===== config.mk =====
export PLATFORM = sky130hd
export DESIGN_NAME = decode_mux_stage
export DESIGN_NICKNAME = d
export VERILOG_FILES = /design/src/rtl/decode_mux_pkg.sv /design/src/rtl/decode_mux_stage_imm_normalise.sv /design/src/rtl/decode_mux_stage.sv
export SDC_FILE = /design/constraint.sdc
export NUM_CORES = 1
export LEC_CHECK = 0
export CAP_MARGIN = 20
export CORE_AREA = 2 2 281 283
export DETAILED_ROUTE_END_ITERATION = 7
export DIE_AREA = 0 0 283 285
export DONT_BUFFER_PORTS = 1
export PLACE_DENSITY = 0.54
export SYNTH_ARGS = -nofsm -noshare
export SYNTH_HDL_FRONTEND = slang
export SYNTH_HIERARCHICAL = 1
export SYNTH_SLANG_ARGS = --single-unit
export TNS_END_PERCENT = 30

===== constraint.sdc =====
create_clock -name clock_i -period 12.32 [get_ports clock_i]
set_input_delay 0 -clock clock_i [delete_from_list [all_inputs] [get_ports clock_i]]
set_output_delay 0 -clock clock_i [all_outputs]
set_load 0.02 [all_outputs]

===== src/rtl/decode_mux_pkg.sv =====
`default_nettype none
// ============================================================================
// Module   : decode_mux_pkg
// Purpose  : Shared types and constants for the decode stage-2 format mux.
//            Holds the per-channel decode record (ch_payload_t), the
//            normalised output entry (decoded_entry_t), instruction-format
//            codes and a helper that assembles an entry from a record.
// Ports    : none (package)
// Revision : 1.0 - initial release
// ============================================================================
package decode_mux_pkg;

    localparam int REG_WIDTH     = 5;
    localparam int BIT_WIDTH     = 5;
    localparam int ADDR_SIZE     = 64;
    localparam int OPCODE_WIDTH  = 6;
    localparam int RAW_IMM_WIDTH = 16;
    localparam int XOP_WIDTH     = 10;
    localparam int FMT_WIDTH     = 5;
    localparam int FU_WIDTH      = 2;
    localparam int IMM_WIDTH     = 64;
    localparam int SHIFT_WIDTH   = 6;

    typedef logic [FMT_WIDTH-1:0] fmt_t;

    // Instruction-format codes; 0 is reserved for "no decoder claimed it".
    localparam fmt_t FMT_INVALID = 5'd0;
    localparam fmt_t FMT_A       = 5'd1;
    localparam fmt_t FMT_B       = 5'd2;
    localparam fmt_t FMT_D       = 5'd3;
    localparam fmt_t FMT_DS      = 5'd4;
    localparam fmt_t FMT_I       = 5'd5;
    localparam fmt_t FMT_M       = 5'd6;
    localparam fmt_t FMT_MD      = 5'd7;
    localparam fmt_t FMT_MDS     = 5'd8;
    localparam fmt_t FMT_SC      = 5'd9;
    localparam fmt_t FMT_X       = 5'd10;
    localparam fmt_t FMT_XFL     = 5'd11;
    localparam fmt_t FMT_XFX     = 5'd12;
    localparam fmt_t FMT_XL      = 5'd13;
    localparam fmt_t FMT_XO      = 5'd14;
    localparam fmt_t FMT_XS      = 5'd15;
    localparam fmt_t FMT_Z22     = 5'd16;
    localparam fmt_t FMT_Z23     = 5'd17;

    typedef struct packed {
        logic [REG_WIDTH-1:0]     reg1;
        logic [REG_WIDTH-1:0]     reg2;
        logic [REG_WIDTH-1:0]     reg3;
        logic                     reg1En;
        logic                     reg2En;
        logic                     reg3En;
        logic                     reg2ValOrZero;
        logic                     reg3IsImm;
        logic [BIT_WIDTH-1:0]     bit1;
        logic [BIT_WIDTH-1:0]     bit2;
        logic                     bit1En;
        logic                     bit2En;
        logic [RAW_IMM_WIDTH-1:0] immRaw;
        logic                     immSigned;
        logic [SHIFT_WIDTH-1:0]   immShift;
        logic                     immEnable;
        logic [XOP_WIDTH-1:0]     xOpcode;
        logic                     xOpcodeEnable;
        logic [FU_WIDTH-1:0]      fuCode;
        fmt_t                     format;
    } ch_payload_t;

    localparam int PAYLOAD_W = $bits(ch_payload_t);

    typedef struct packed {
        logic [REG_WIDTH-1:0]    reg1;
        logic [REG_WIDTH-1:0]    reg2;
        logic [REG_WIDTH-1:0]    reg3;
        logic                    reg1En;
        logic                    reg2En;
        logic                    reg3En;
        logic                    reg2ValOrZero;
        logic                    reg3IsImm;
        logic [BIT_WIDTH-1:0]    bit1;
        logic [BIT_WIDTH-1:0]    bit2;
        logic                    bit1En;
        logic                    bit2En;
        logic [IMM_WIDTH-1:0]    imm;
        logic                    immSigned;
        logic                    immEnable;
        logic [XOP_WIDTH-1:0]    xOpcode;
        logic                    xOpcodeEnable;
        logic [FU_WIDTH-1:0]     fuCode;
        fmt_t                    format;
        logic [ADDR_SIZE-1:0]    address;
        logic [OPCODE_WIDTH-1:0] opcode;
        logic                    multiHot;
        logic                    noneHot;
    } decoded_entry_t;

    localparam int ENTRY_W = $bits(decoded_entry_t);

    // Copies the selected record into an output entry, substituting the
    // already-normalised 64-bit immediate for the raw/shift fields.
    function automatic decoded_entry_t build_entry(
        input ch_payload_t             p,
        input logic [IMM_WIDTH-1:0]    imm,
        input logic [ADDR_SIZE-1:0]    addr,
        input logic [OPCODE_WIDTH-1:0] opc,
        input logic                    multi_hot,
        input logic                    none_hot
    );
        decoded_entry_t e;
        e.reg1          = p.reg1;
        e.reg2          = p.reg2;
        e.reg3          = p.reg3;
        e.reg1En        = p.reg1En;
        e.reg2En        = p.reg2En;
        e.reg3En        = p.reg3En;
        e.reg2ValOrZero = p.reg2ValOrZero;
        e.reg3IsImm     = p.reg3IsImm;
        e.bit1          = p.bit1;
        e.bit2          = p.bit2;
        e.bit1En        = p.bit1En;
        e.bit2En        = p.bit2En;
        e.imm           = imm;
        e.immSigned     = p.immSigned;
        e.immEnable     = p.immEnable;
        e.xOpcode       = p.xOpcode;
        e.xOpcodeEnable = p.xOpcodeEnable;
        e.fuCode        = p.fuCode;
        e.format        = p.format;
        e.address       = addr;
        e.opcode        = opc;
        e.multiHot      = multi_hot;
        e.noneHot       = none_hot;
        return e;
    endfunction

endpackage
`default_nettype wire


===== src/rtl/decode_mux_stage_imm_normalise.sv =====
`default_nettype none
// ============================================================================
// Module   : imm_normalise
// Purpose  : Combinational immediate normaliser. Sign- or zero-extends the
//            raw immediate to 64 bits, then shifts it left by 0..63.
//            A cleared enable forces the result to zero.
// Ports    : raw_i     - raw immediate from the selected channel
//            signed_i  - 1 = sign-extend, 0 = zero-extend
//            shift_i   - left-shift amount
//            enable_i  - immediate present
//            imm_o     - normalised 64-bit immediate
// Revision : 1.0 - initial release
// ============================================================================
module imm_normalise
    import decode_mux_pkg::*;
(
    input  logic [RAW_IMM_WIDTH-1:0] raw_i,
    input  logic                     signed_i,
    input  logic [SHIFT_WIDTH-1:0]   shift_i,
    input  logic                     enable_i,
    output logic [IMM_WIDTH-1:0]     imm_o
);

    logic                 w_fill;
    logic [IMM_WIDTH-1:0] w_ext;

    assign w_fill = signed_i & raw_i[RAW_IMM_WIDTH-1];
    assign w_ext  = {{(IMM_WIDTH-RAW_IMM_WIDTH){w_fill}}, raw_i};
    assign imm_o  = enable_i ? (w_ext << shift_i) : '0;

endmodule
`default_nettype wire


===== src/rtl/decode_mux_stage.sv =====
`default_nettype none
// ============================================================================
// Module   : decode_mux_stage
// Purpose  : Decode stage-2 format multiplexer. Picks the lowest-index
//            format decoder that claimed the instruction, normalises its
//            immediate, flags none-hot / multi-hot selects, and buffers the
//            result in a 2-entry FIFO toward register-read/dispatch.
// Ports    : clock_i, reset_i (sync, active high), flush_i
//            valid_i/ready_o          - upstream handshake
//            instructionAddress_i, opcode_i, chValid_i, chPayload_i
//            valid_o/ready_i          - downstream handshake
//            entry_o                  - packed decoded_entry_t at FIFO head
//            illegalCount_o           - saturating none-hot counter
// Revision : 1.0 - initial release
// ============================================================================
module decode_mux_stage
    import decode_mux_pkg::*;
#(
    parameter int NUM_CH    = 6,
    parameter int CNT_WIDTH = 16
) (
    input  logic                        clock_i,
    input  logic                        reset_i,
    input  logic                        flush_i,
    input  logic                        valid_i,
    output logic                        ready_o,
    input  logic [ADDR_SIZE-1:0]        instructionAddress_i,
    input  logic [OPCODE_WIDTH-1:0]     opcode_i,
    input  logic [NUM_CH-1:0]           chValid_i,
    input  logic [NUM_CH*PAYLOAD_W-1:0] chPayload_i,
    output logic                        valid_o,
    input  logic                        ready_i,
    output logic [ENTRY_W-1:0]          entry_o,
    output logic [CNT_WIDTH-1:0]        illegalCount_o
);

    localparam int HOT_W = $clog2(NUM_CH + 1);

    // ------------------------------------------------------------------
    // Channel select and hot-count
    // ------------------------------------------------------------------
    ch_payload_t          w_sel_payload;
    logic [HOT_W-1:0]     w_hot_count;
    logic                 w_hit;
    logic                 w_multi_hot;
    logic [IMM_WIDTH-1:0] w_imm;
    decoded_entry_t       w_entry;

    // Walking from the top index down lets the lowest set bit overwrite last.
    // With no hit the payload stays zero, which already yields FMT_INVALID,
    // all enables clear and (immEnable=0) a zero immediate.
    always_comb begin
        w_sel_payload = '0;
        w_hot_count   = '0;
        for (int i = NUM_CH - 1; i >= 0; i--) begin
            if (chValid_i[i]) begin
                w_sel_payload = chPayload_i[i*PAYLOAD_W +: PAYLOAD_W];
            end
            w_hot_count = w_hot_count + HOT_W'(chValid_i[i]);
        end
    end

    assign w_hit       = |chValid_i;
    assign w_multi_hot = (w_hot_count > HOT_W'(1));

    imm_normalise u_imm_normalise (
        .raw_i    (w_sel_payload.immRaw),
        .signed_i (w_sel_payload.immSigned),
        .shift_i  (w_sel_payload.immShift),
        .enable_i (w_sel_payload.immEnable),
        .imm_o    (w_imm)
    );

    assign w_entry = build_entry(w_sel_payload, w_imm, instructionAddress_i,
                                 opcode_i, w_multi_hot, ~w_hit);

    // ------------------------------------------------------------------
    // 2-entry output FIFO and illegal counter
    // ------------------------------------------------------------------
    decoded_entry_t       mem_q [2];
    logic [1:0]           count_q;
    logic                 rdPtr_q;
    logic                 wrPtr_q;
    logic [CNT_WIDTH-1:0] illegalCount_q;
    logic                 w_push;
    logic                 w_pop;

    // ready_o comes only from the registered count, so ready_i never
    // reaches it combinationally.
    assign ready_o = (count_q != 2'd2);
    assign valid_o = (count_q != 2'd0);
    assign w_push  = valid_i & ready_o & ~flush_i;
    assign w_pop   = valid_o & ready_i;

    always_ff @(posedge clock_i) begin
        if (reset_i) begin
            count_q        <= 2'd0;
            rdPtr_q        <= 1'b0;
            wrPtr_q        <= 1'b0;
            mem_q[0]       <= '0;
            mem_q[1]       <= '0;
            illegalCount_q <= '0;
        end else if (flush_i) begin
            // Buffered entries and the same-cycle input are dropped; the
            // illegal counter keeps its history.
            count_q <= 2'd0;
            rdPtr_q <= 1'b0;
            wrPtr_q <= 1'b0;
        end else begin
            if (w_push) begin
                mem_q[wrPtr_q] <= w_entry;
                wrPtr_q        <= ~wrPtr_q;
            end
            if (w_pop) begin
                rdPtr_q <= ~rdPtr_q;
            end
            case ({w_push, w_pop})
                2'b10:   count_q <= count_q + 2'd1;
                2'b01:   count_q <= count_q - 2'd1;
                default: count_q <= count_q;
            endcase
            if (w_push && !w_hit && (illegalCount_q != '1)) begin
                illegalCount_q <= illegalCount_q + CNT_WIDTH'(1);
            end
        end
    end

    assign entry_o        = valid_o ? mem_q[rdPtr_q] : '0;
    assign illegalCount_o = illegalCount_q;

endmodule
`default_nettype wire

==> results.cfg <==
[sta]
grt_setup_unrepaired = false
max_slew.worst_pin.slew_ns = 1.18
setup_viol = 0
slew_headroom_pct = 20.9
hold_violations = 0
fmax_ghz = 0.237
fin_crit_sh_pct = 34.3
tns_ns = 0
period_needed_ns = 4.22
timing.final.max_slew_violations = 0
fin_skew_ns = 0.0178

[floorplanning]
num_rows = 103
initial_core_util_pct = 29.3
die_x_um = 283
die_h_um = 285
core-area_um2 = 78000
io_pins = 731
die_area_um2 = 80700

[logic_synthesis]
synth-seq-cells = 397
syn_inst = 2177
syn_avg_cell_area_um2 = 10.5
syn_nets = 2708
synth-seq-area-share_pct = 51.3
ys.flop_type = edfxtp_1
yosysUniqueCellTypes = 80
synth-async-reset-ratio_pct = 0
synth_edf_count = 376
syn_area_um2 = 22800
yosys_warnings = 6

[power]
p_int_mw = 2.50
power_frac_seq_pct = 45.5
powerDensity_nw_per_um2 = 127
clkPwrFrac_pct = 38.4
p_switching_mw = 0.938
p_leak_nw = 8.97
power_frac_comb_pct = 16.0
p_sw_share_pct = 27.3
peakVddDrop_uv = 86.2

[finish]
fin_nets = 2769
drive_gt1_share_pct = 6.42
fin_util_pct = 34.7
fin_area_um2 = 27100
synthToLayoutAreaGrowth_pct = 18.4

[worst_setup_path]
cp_max_fo = 62
timing.setup.critical_path_class = in2reg
worstSetupEndpointType = register
path_cells = nor2b_4 -> buf_4 -> a221oi_1 -> nor3_1 -> a21oi_1 -> a21oi_4 -> mux2i_1 -> a222oi_1 -> o21ai_2 -> a221oi_2 -> and2_1
r2r_slack_ns = 8.51
slowest_stage = a222oi_1
slowest_delay_ns = 1.02
worst_ep_required_time_ns = 12.75
start_kind = input port
worst_ep_arrival_time_ns = 4.65

[cts]
cts_sinks = 397
clk_pin_slew_ns = 0.06
ctsHoldBuffers = 184
cts_tree = done
clk_path_buf_depth = 3
cts_setup_buffers = 0
clock_latency_ns = 0.57
cts-buffers-inserted = 45
htree_num_levels = 2
root_buffer = clkbuf_16
post_cts_resized = 0

[grt]
grt_overflow = 0
antenna_found_initial = 21
grt_pass1_wl_mm = 134
grt_max_degree = 189
grt_pass1_vias = 18300
track_usage_pct = 22.4

[run]
max_cap_violations = 0

[placed_design]
placed_cell_area_um2 = 23700
io_buffers = 0
dp_hpwl_mm = 66.6
place_congestion = 0.966

[status]
outcome = completed

[detailed_routing]
wl_per_cell_um = 28.1
drc = 0
first_iter_violations = 1575
via_count = 18300
dr.pass1.iters = 5
vias_per_cell = 5.47
ant_nets = 0
wl_mm = 93.8

[min_path]
hold_class = in2reg
## synth_stat cells, types with 4 or more instances
cell      number  area share (%)
edfxtp_1     376              49
nor2_1       358             5.9
and2_1       275             7.5
mux2i_1      204             8.9
clkbuf_1     160             2.6
a21oi_1      124             2.7
a221oi_1      80             3.1
nor2b_1       79             2.2
a22oi_1       57             1.9
o21a_1        57             1.9
o31ai_1       54             1.8
nand2_1       38            0.62
nor3_1        36            0.79
o22ai_1       32            0.88
buf_1         26            0.43
dfxtp_1       21             1.8
xnor2_1       15            0.58
inv_1         14            0.23
o21ai_0       14            0.31
nor4_1        12            0.33
a31oi_1       10            0.27
nand3_1        8            0.18
mux2_2         7            0.35
nand2b_1       7            0.19
buf_2          6            0.13
mux4_2         6            0.59
nand4_1        6            0.16
o211ai_1       5            0.16
a21o_1         4            0.13
and3_1         4            0.11
mux4_1         4            0.46
or3_1          4            0.11
## cells by family after synthesis
kind of cell | Yosys count | share of synthesized area [%]
xor gates and xnor gates | 17 | 0.652
DFF | 397 | 51.3
AOI/OAI and AO/OA | 472 | 14.5
buffers and inverters | 216 | 3.83
muxes | 223 | 10.5
adders and majority gates | 6 | 0.427
and+or+nand+nor | 846 | 18.8
## critical path: cells and delay by family
kind	cells	cell delay, ns
AO/OA/AOI/OAI	6	2.80
AND/OR/NAND/NOR	3	0.78
buffers and inverters	1	0.67
multiplexers	1	0.29
## metrics by stage
step                std cells  setup slack, ns  power, mW  hold slack (ns)
global route             3337             7.86       3.56           0.0340
finish                   3342             8.10       3.43           0.0478
global placement         3057             7.71       2.06           0.0771
floorplan                2177             2.11       1.95           0.0774
detailed placement       3057             7.62       2.07           0.0792
CTS                      3325             8.23       3.46           0.0193
## routing by layer
| layer | share of wire, % | vias to the layer above | GRT usage, % |
|---|---|---|---|
| met1 | 42 | 9029 | 28.7 |
| met3 | 8.3 | 187 | 6.14 |
| met2 | 47 | 917 | 36.3 |
| met4 | 3.5 | 8 | 7.81 |
| li1 | - | 8144 | - |
| met5 | 0.064 | - | 0 |
## power by group through the flow
stage | clock, mW | combinational (mW) | sequential [mW]
6_report | 1.32 | 0.550 | 1.56
3_3_place_gp | 0 | 0.474 | 1.59
5_1_grt | 1.40 | 0.592 | 1.57
4_1_cts | 1.35 | 0.549 | 1.56
2_1_floorplan | 0 | 0.343 | 1.61
3_5_place_dp | 0 | 0.476 | 1.59
## flip-flops by register name (all words and copies together), names as in the netlist, named ones only
signal	cells
wrPtr_q	1
rdPtr_q	1
illegalCount_o	16
count_q	2
mem_q	376
## path summary, 6_finish.rpt
kind         cells after the start            end          from
max                             11  mem_q[0][152]  chValid_i[5]
min                              1    mem_q[1][0]       reset_i
max reg2reg                      5  mem_q[0][136]    count_q[0]
min reg2reg                      2        rdPtr_q       rdPtr_q
## final cells by class
class,instances,area (µm²)
timing repair buffer,213,2120
fill,7809,50900
clock inverter,31,272
multi-input combinational,1564,10300
sequential,397,11700
antenna,17,42.5
inverter,17,63.8
clock buffer,53,1180
tap,1050,1310
## layout by cell type (no fill, tap or decap), types with 13 or more instances in the layout
cell type      netlist  final
a21oi_1            124    118
a221oi_1            80     80
a22oi_1             57     57
and2_1             275    275
buf_4                2     26
clkbuf_16            0     46
dfxtp_1             21     20
diode_2              0     17
dlygate4sd3_1        0    182
edfxtp_1           376    376
inv_1               14     13
mux2i_1            204    204
nand2_1             38     38
nor2_1             358    355
nor2b_1             79     78
nor3_1              36     36
o21a_1              57     57
o21ai_0             14     14
o22ai_1             32     32
o31ai_1             54     54
xnor2_1             15     15
Power figures use the tool's default switching activity.
